### config.mk
export PLATFORM = sky130hd
export DESIGN_NAME = ldpc_dec_sched
export DESIGN_NICKNAME = d
export VERILOG_FILES = /design/src/rtl/ldpc_dec_sched.sv
export SDC_FILE = /design/constraint.sdc
export NUM_CORES = 1
export LEC_CHECK = 0
export BUFFER_PORTS_ARGS = -buffer_cell sky130_fd_sc_hd__buf_2
export CORE_MARGIN = 1.5
export CORE_UTILIZATION = 30
export DETAILED_ROUTE_END_ITERATION = 6
export HOLD_SLACK_MARGIN = 0.08
export PLACE_DENSITY = 0.55
export REMOVE_ABC_BUFFERS = 1
export SLEW_MARGIN = 20
export SYNTH_ARGS = -nofsm -noshare
export SYNTH_HDL_FRONTEND = slang
export SYNTH_SLANG_ARGS = --single-unit
### constraint.sdc
create_clock -name wb_clk_i -period 1.8 [get_ports wb_clk_i]
set_input_delay 0.18 -clock wb_clk_i [delete_from_list [all_inputs] [get_ports wb_clk_i]]
set_output_delay 0.18 -clock wb_clk_i [all_outputs]
set_load 0.005 [all_outputs]
### src/rtl/ldpc_dec_sched.sv
// LDPC decoder iteration scheduler: loads hard bits, runs
// datapath iterations until parity holds or limit, drains result.
module ldpc_dec_sched #(
  parameter int NN = 'h0d0,
  parameter int MM = 'h0a8,
  parameter int IW = 8
) (
  input  logic          wb_clk_i,
  input  logic          wb_rst_ni,
  input  logic          start_i,
  input  logic          abort_i,
  input  logic [IW-1:0] max_iter_i,
  input  logic          in_valid_i,
  input  logic          in_bit_i,
  output logic          in_ready_o,
  output logic          ld_we_o,
  output logic [7:0]    ld_addr_o,
  output logic          ld_bit_o,
  output logic          dp_start_o,
  input  logic          dp_done_i,
  input  logic          syn_zero_i,
  output logic [7:0]    rd_addr_o,
  input  logic          dec_bit_i,
  output logic          out_valid_o,
  output logic          out_bit_o,
  input  logic          out_ready_i,
  output logic          busy_o,
  output logic          done_o,
  output logic          success_o,
  output logic [IW-1:0] iter_cnt_o
);

  // Addresses are 8 bits wide, so the codeword must fit.
  if (NN < 1 || NN > 256 || MM < 1) begin : g_bad_cfg
    $error("ldpc_dec_sched: unsupported NN/MM");
  end

  localparam logic [7:0]    LAST = 8'(NN - 1);
  localparam logic [IW-1:0] IMAX = {IW{1'b1}};

  typedef enum logic [2:0] {
    S_IDLE, S_LOAD, S_RUN, S_WAIT, S_EVAL, S_DRAIN
  } state_t;

  state_t        state_q, state_d;
  logic [7:0]    cnt_q, cnt_d;
  logic [IW-1:0] lim_q, lim_d;
  logic [IW-1:0] iter_q, iter_d;
  logic          succ_q, succ_d;
  logic          ld_we_q, ld_we_d;
  logic [7:0]    ld_addr_q, ld_addr_d;
  logic          ld_bit_q, ld_bit_d;
  logic          done_q, done_d;
  logic          in_ready_q;
  logic          dp_start_q;
  logic          out_valid_q;
  logic          busy_q;
  logic [7:0]    rd_addr_q;

  // Next-state and datapath-control decode; abort overrides all.
  always_comb begin
    state_d   = state_q;
    cnt_d     = cnt_q;
    lim_d     = lim_q;
    iter_d    = iter_q;
    succ_d    = succ_q;
    ld_we_d   = 1'b0;
    ld_addr_d = ld_addr_q;
    ld_bit_d  = ld_bit_q;
    done_d    = 1'b0;
    if (abort_i) begin
      if (state_q != S_IDLE) begin
        state_d = S_IDLE;
        succ_d  = 1'b0;
        cnt_d   = '0;
      end
    end else begin
      unique case (state_q)
        S_IDLE: begin
          if (start_i) begin
            lim_d   = (max_iter_i == '0) ? IW'(1) : max_iter_i;
            iter_d  = '0;
            succ_d  = 1'b0;
            cnt_d   = '0;
            state_d = S_LOAD;
          end
        end
        S_LOAD: begin
          if (in_valid_i) begin
            ld_we_d   = 1'b1;
            ld_addr_d = cnt_q;
            ld_bit_d  = in_bit_i;
            if (cnt_q == LAST) begin
              cnt_d   = '0;
              state_d = S_RUN;
            end else begin
              cnt_d = cnt_q + 8'd1;
            end
          end
        end
        S_RUN: state_d = S_WAIT;
        S_WAIT: begin
          if (dp_done_i) begin
            if (iter_q != IMAX) iter_d = iter_q + IW'(1);
            state_d = S_EVAL;
          end
        end
        S_EVAL: begin
          if (syn_zero_i) begin
            succ_d  = 1'b1;
            state_d = S_DRAIN;
          end else if (iter_q >= lim_q) begin
            state_d = S_DRAIN;
          end else begin
            state_d = S_RUN;
          end
        end
        S_DRAIN: begin
          if (out_ready_i) begin
            if (cnt_q == LAST) begin
              cnt_d   = '0;
              done_d  = 1'b1;
              state_d = S_IDLE;
            end else begin
              cnt_d = cnt_q + 8'd1;
            end
          end
        end
        default: state_d = S_IDLE;
      endcase
    end
  end

  // State and registered outputs, decoded from the next state.
  always_ff @(posedge wb_clk_i or negedge wb_rst_ni) begin
    if (!wb_rst_ni) begin
      state_q     <= S_IDLE;
      cnt_q       <= '0;
      lim_q       <= '0;
      iter_q      <= '0;
      succ_q      <= 1'b0;
      ld_we_q     <= 1'b0;
      ld_addr_q   <= '0;
      ld_bit_q    <= 1'b0;
      done_q      <= 1'b0;
      in_ready_q  <= 1'b0;
      dp_start_q  <= 1'b0;
      out_valid_q <= 1'b0;
      busy_q      <= 1'b0;
      rd_addr_q   <= '0;
    end else begin
      state_q     <= state_d;
      cnt_q       <= cnt_d;
      lim_q       <= lim_d;
      iter_q      <= iter_d;
      succ_q      <= succ_d;
      ld_we_q     <= ld_we_d;
      ld_addr_q   <= ld_addr_d;
      ld_bit_q    <= ld_bit_d;
      done_q      <= done_d;
      in_ready_q  <= (state_d == S_LOAD);
      dp_start_q  <= (state_d == S_RUN);
      out_valid_q <= (state_d == S_DRAIN);
      busy_q      <= (state_d != S_IDLE);
      rd_addr_q   <= (state_d == S_DRAIN) ? cnt_d : 8'd0;
    end
  end

  assign in_ready_o  = in_ready_q;
  assign ld_we_o     = ld_we_q;
  assign ld_addr_o   = ld_addr_q;
  assign ld_bit_o    = ld_bit_q;
  assign dp_start_o  = dp_start_q;
  assign rd_addr_o   = rd_addr_q;
  assign out_valid_o = out_valid_q;
  assign out_bit_o   = dec_bit_i;
  assign busy_o      = busy_q;
  assign done_o      = done_q;
  assign success_o   = succ_q;
  assign iter_cnt_o  = iter_q;

endmodule

After elaboration in Yosys (flattened, before gate mapping)
Cells that the tools add are included.
Cells by class
  multiplexer cells: 36
  multiply operators: 0
  order comparisons: 1
  bitwise gates (word level): 1
  reductions and logical operators: 10
  shift-type cells: 0
  add/sub/neg operators: 2
  div/mod/pow operators: 0
  equality and inequality tests: 16
Operators by type and width (number)
  8-bit two-way mux: 11
  3-bit two-way mux: 10
  8-bit one-hot mux with 3 select lines: 1
  3-bit one-hot mux with 6 select lines: 1
  8-bit by 1-bit adder with 8-bit output (second input constant): 2
  8-bit one-hot mux with 2 select lines: 1
  1-bit two-way mux: 11
  3-bit by 2-bit equality test with 1-bit output (second input constant): 3
  3-bit equality test (second input constant): 3
  3-bit nonzero test: 3
  8-bit equality test (second input constant): 1
  8-bit greater-or-equal comparator: 1
  8-bit zero test: 1
  8-bit inequality test (second input constant): 1
  3-bit by 1-bit equality test with 1-bit output (second input constant): 2
  2-bit inequality test (second input constant): 3
  3-bit inequality test (second input constant): 2
  3-bit AND reduction: 2
  5-bit AND reduction: 1
  4-bit AND reduction: 1
  3-bit zero test: 1
  2-bit by 1-bit inequality test with 1-bit output (second input constant): 1
  1-bit one-hot mux with 2 select lines: 1
  2-bit nonzero test: 1
  1-bit NOT: 1
Word-level totals
  bits in registers: 51
  word-level logic and storage cells: 80
  memories: 0
  input bits: 18
  output and inout bits: 33
  bits in latches: 0
  bits in read-only memories: 0
  memory bits (writable): 0

Longest topological paths before layout
  word-level depth: 7
  depth in mapped cells: 7
  gate-level depth less buffers: 7

Worst setup path after synthesis
OpenSTA, ideal clock, no wires.
  kind: register -> register
  start point: register cnt_q[0]
  end point: register rd_addr_q[3], in the netlist rd_addr_o[3]
  setup time: 120 ps
  slack: 19 ps
  data required time: 1680 ps
  buffers on the path: 0
  clock period less this slack: 1781 ps
  stages on the path, launching flop included: 7
  arrival time: 1661 ps
  path through: dfrtp_1 > ha_1 > nand4b_2 > o21a_1 > o311a_1 > a311o_1 > nor2b_4
Between the ends
  elaborated cells between the ends (all ways): 15
  classes of those cells: add/sub: 1; eq/ne: 2; mux: 12
RTL lines
  from (decl): line 46  | logic [7:0] cnt_q, cnt_d;
  from (signal assigned): line 153  | cnt_q <= cnt_d;
  8-bit by 1-bit adder with 8-bit output or 8-bit equality test (tied branches)
  8-bit two-way mux *: line 93, 120
  8-bit two-way mux, on equally long branches: line 119, 89
  8-bit one-hot mux with 3 select lines *: line 78  | unique case (state_q)
  8-bit two-way mux *: line 71  | if (abort_i) begin
  via cnt_d[3]: line 46
  8-bit two-way mux *: line 165  | rd_addr_q <= (state_d == S_DRAIN) ? cnt_d : 8'd0;
  to (signal assigned): line 165
  to (decl): line 58  | logic [7:0] rd_addr_q;
The timed path passes the listed nets; every way through them passes the cells marked *.
A chain may end at the register's enable or synchronous reset.

Final worst setup path
  start point: register state_q[1]
  end point: register rd_addr_q[4], in the netlist rd_addr_o[4]
Between the ends
  cells in the longest elaborated chain, start to end: 6
  elaborated cells between the ends (all ways): 21
  classes of those cells: eq/ne: 6; mux: 13; reduce/logical: 2
Ends and longest elaborated chain
  from (decl): line 45  | state_t state_q, state_d;
  from (signal assigned): line 152  | state_q <= state_d;
  3-bit two-way mux, on equally long branches: line 120, 93
  3-bit two-way mux, on equally long branches: line 119, 89
  3-bit one-hot mux with 6 select lines: line 78
  3-bit two-way mux: line 71
  3-bit equality test: line 165
  8-bit two-way mux *: line 165
Every way passes the cells marked *; elsewhere a longest branch is shown, timed or not.

==> results.yml <==
routing:
  ant_nets: 0
  drt_wl_total_um: 6380
  drc: 0
  via_count: 2191
  dr.first_iter.drc_count: 112
  avgViaCountPerCell: 4.89
  wl_per_cell_um: 14.2
  first_pass_iters: 4
  top_layer: "met4"
  route.met3.wl_um: 268
  met2WireLength_um: 3040
  drt-met1-wl_um: 2980
critical_path:
  worstPathArrival_ns: 1.99
  path_buf_inv: 1
  max_stage_delay_ns: 0.48
  crit_type: "reg2reg"
  endpoint_kind: "register"
  r2r-start: "state_q[1]"
  critPathLaunch: "state_q[1]"
  crit_slowest_cell: "dfrtp_2"
  cp-start-kind: "register"
  crit_required_ns: 1.98
  crit_fanout: 8
  worstPathCellList: "or2b_2 -> nor4_2 -> buf_4 -> a2111oi_4 -> a21bo_4 -> nor2b_2"
  critPathTopFamily: "simple AND/OR/NAND/NOR gates"
sta:
  hold_viol: 0
  holdWs_ns: 0.0926
  setup-tns-final_ns: -0.00386
  skew_ns: 0.0123
  setup_viol: 1
  setup_ws_ns: -0.00386
  fmax_ghz: 0.554
  fin_crit_sh_pct: 100
  drv_slew: 0
  period_needed_ns: 1.80
  rsz0062_at_grt: "yes"
  worst_pin_slew_ns: 0.414
  maxSlewHeadroom_pct: 72.4
power:
  finalPower_mw: 2.50
  power_density_nw_per_um2: 687
  leakage_nw: 1.83
  ir_worst_vdd_mv: 0.282
grt:
  first_global_vias: 2208
  grt_pass1_wl_um: 10800
  antenna_found_initial: 0
  grt_usage_pct: 13.9
  overflow: 0
  grt_max_degree: 27
clock_network:
  cts_num_sinks: 51
  clkTransAtPathRegs_ns: 0.10
  insertion_delay_ns: 0.30
  htreeDepth: 2
  root_buffer: "clkbuf_8"
  clock_path_buffers: 2
  cts_tree: "yes"
  numCtsBuffers: 5
logic_synthesis:
  avgSynthCellArea_um2: 10.7
  synth.yosys.warnings: 0
  synthTopCellsByCount: "51 x dfrtp_1, 22 x nand2_1, 17 x o21ai_0, 14 x nor2_1, 11 x inv_1"
  synth-seq-cells: 51
  synthCells: 252
  synth_async_sr_flop_share_pct: 100
  synthFlopType: "dfrtp_1"
  synth_most_common_cell: "dfrtp_1"
  synth_edf_count: 0
  netlist_top_cells_area: "dfrtp_1 47%, ha_1 4.7%, mux2_2 4.2%"
  synth_top_area_share_pct: 47.4
  ys_seq_area_share_pct: 47.4
  yosysTopAreaCell: "dfrtp_1"
  synth_area_um2: 2690
  yosysUniqueCellTypes: 63
die:
  die_x_um: 97.7
  start_util_pct: 30.8
  io_pins: 51
  die_area_um2: 9540
  die_y_um: 97.7
  fp-row-count: 34
  core_area_um2: 8720
place:
  dp.cells: 434
  place_congestion: 0.867
  post-dp-hpwl_um: 4770
  io_buffers: 48
  place_area_um2: 3310
  preCtsSetupSlack_ns: -0.0556
finish:
  finalNonFillerCells: 448
  fill_cells: 832
  layout-drive-gt1-share_pct: 44.7
  seq_area_um2: 1280
  post-route-util_pct: 41.7
  area_growth_pct: 35.2
  multi_input_area_um2: 1450
  antenna_cells: 0
  nNetsFinal: 367
  fin_area_um2: 3640
job:
  max_cap_violations: 0
outcome:
  violations: "negative setup slack"
  outcome: "finished with violations"
min_path:
  worstHoldStart: "max_iter_i[4]"
  hp-class: "in2reg"
[logic make-up (layout without fill, tap and decap cells)]
kind of cell / after synthesis / after routing / share of synthesized area (%)
compound gates: 54 / 54 / 15.2
buf+inv: 23 / 111 / 3.91
mux: 14 / 14 / 5.72
simple gates: 96 / 96 / 21.8
flops: 51 / 51 / 47.4
xor+xnor: 4 / 4 / 1.30
fa+ha+maj: 10 / 10 / 4.65
[path summary, 6_finish.rpt]
kind,depth (start not counted),endpoint,slack (ns)
max in group asynchronous,3,state_q[2],0.97
min in group asynchronous,2,lim_q[3],0.31
min reg2reg,2,ld_bit_o,0.48
min,3,lim_q[4],0.09
max,6,rd_addr_o[4],-0.004
max reg2reg,6,rd_addr_o[4],-0.004
[tightest hold or removal path, stage by stage]
cell     delay, ns
buf_2         0.09
nand2_1       0.04
o21ai_0       0.06
[report_power, final]
part	internal [mW]	total, mW	switching, mW	leakage (nW)
Sequential	1.20	1.22	0.0219	0.686
Clock	0.556	0.941	0.385	0.0654
Combinational	0.151	0.337	0.186	1.08
[flip-flops by register name, summed over array words and instances, names as in the netlist]
name,flops
done_o,1
ld_we_o,1
rd_addr_o,8
dp_start_o,1
state_q,3
in_ready_o,1
ld_bit_o,1
cnt_q,8
ld_addr_o,8
iter_cnt_o,8
out_valid_o,1
busy_o,1
success_o,1
lim_q,8
[metal layers]
layer | GRT usage [%] | vias up
met5 | 0 | -
met3 | 2.81 | 9
met2 | 22.3 | 49
met1 | 18.9 | 1056
met4 | 4.18 | 0
li1 | - | 1077
[layout by cell type, fill, tap and decap left out, types with 5 or more instances in the layout]
cell type / Yosys / routed
nor2_1: 14 / 13
mux2_2: 10 / 10
nor2b_2: 6 / 6
inv_1: 11 / 11
dfrtp_1: 51 / 48
buf_2: 3 / 48
buf_4: 4 / 35
nand3_1: 9 / 9
nand2_1: 22 / 22
o21ai_0: 17 / 17
clkbuf_8: 0 / 5
ha_1: 10 / 8
[timing repair]
action | CTS | global route
gates resized for setup | 7 | 21
hold buffers | 2 | 0
setup buffers | 3 | 2
pin swaps | 1 | 12
endpoints found under the hold margin | 31 | 0
endpoints found under the setup margin | 10 | 15
[area by class of cell]
class | instances | area share, %
Clock buffer | 6 | 2.00
Clock inverter | 2 | 1.65
Tap cell | 108 | 3.72
Sequential cell | 51 | 35.2
Inverter | 13 | 1.34
Multi-Input combinational cell | 178 | 39.9
Timing Repair Buffer | 90 | 16.2
Note: power is estimated with default switching activity, not from simulation.
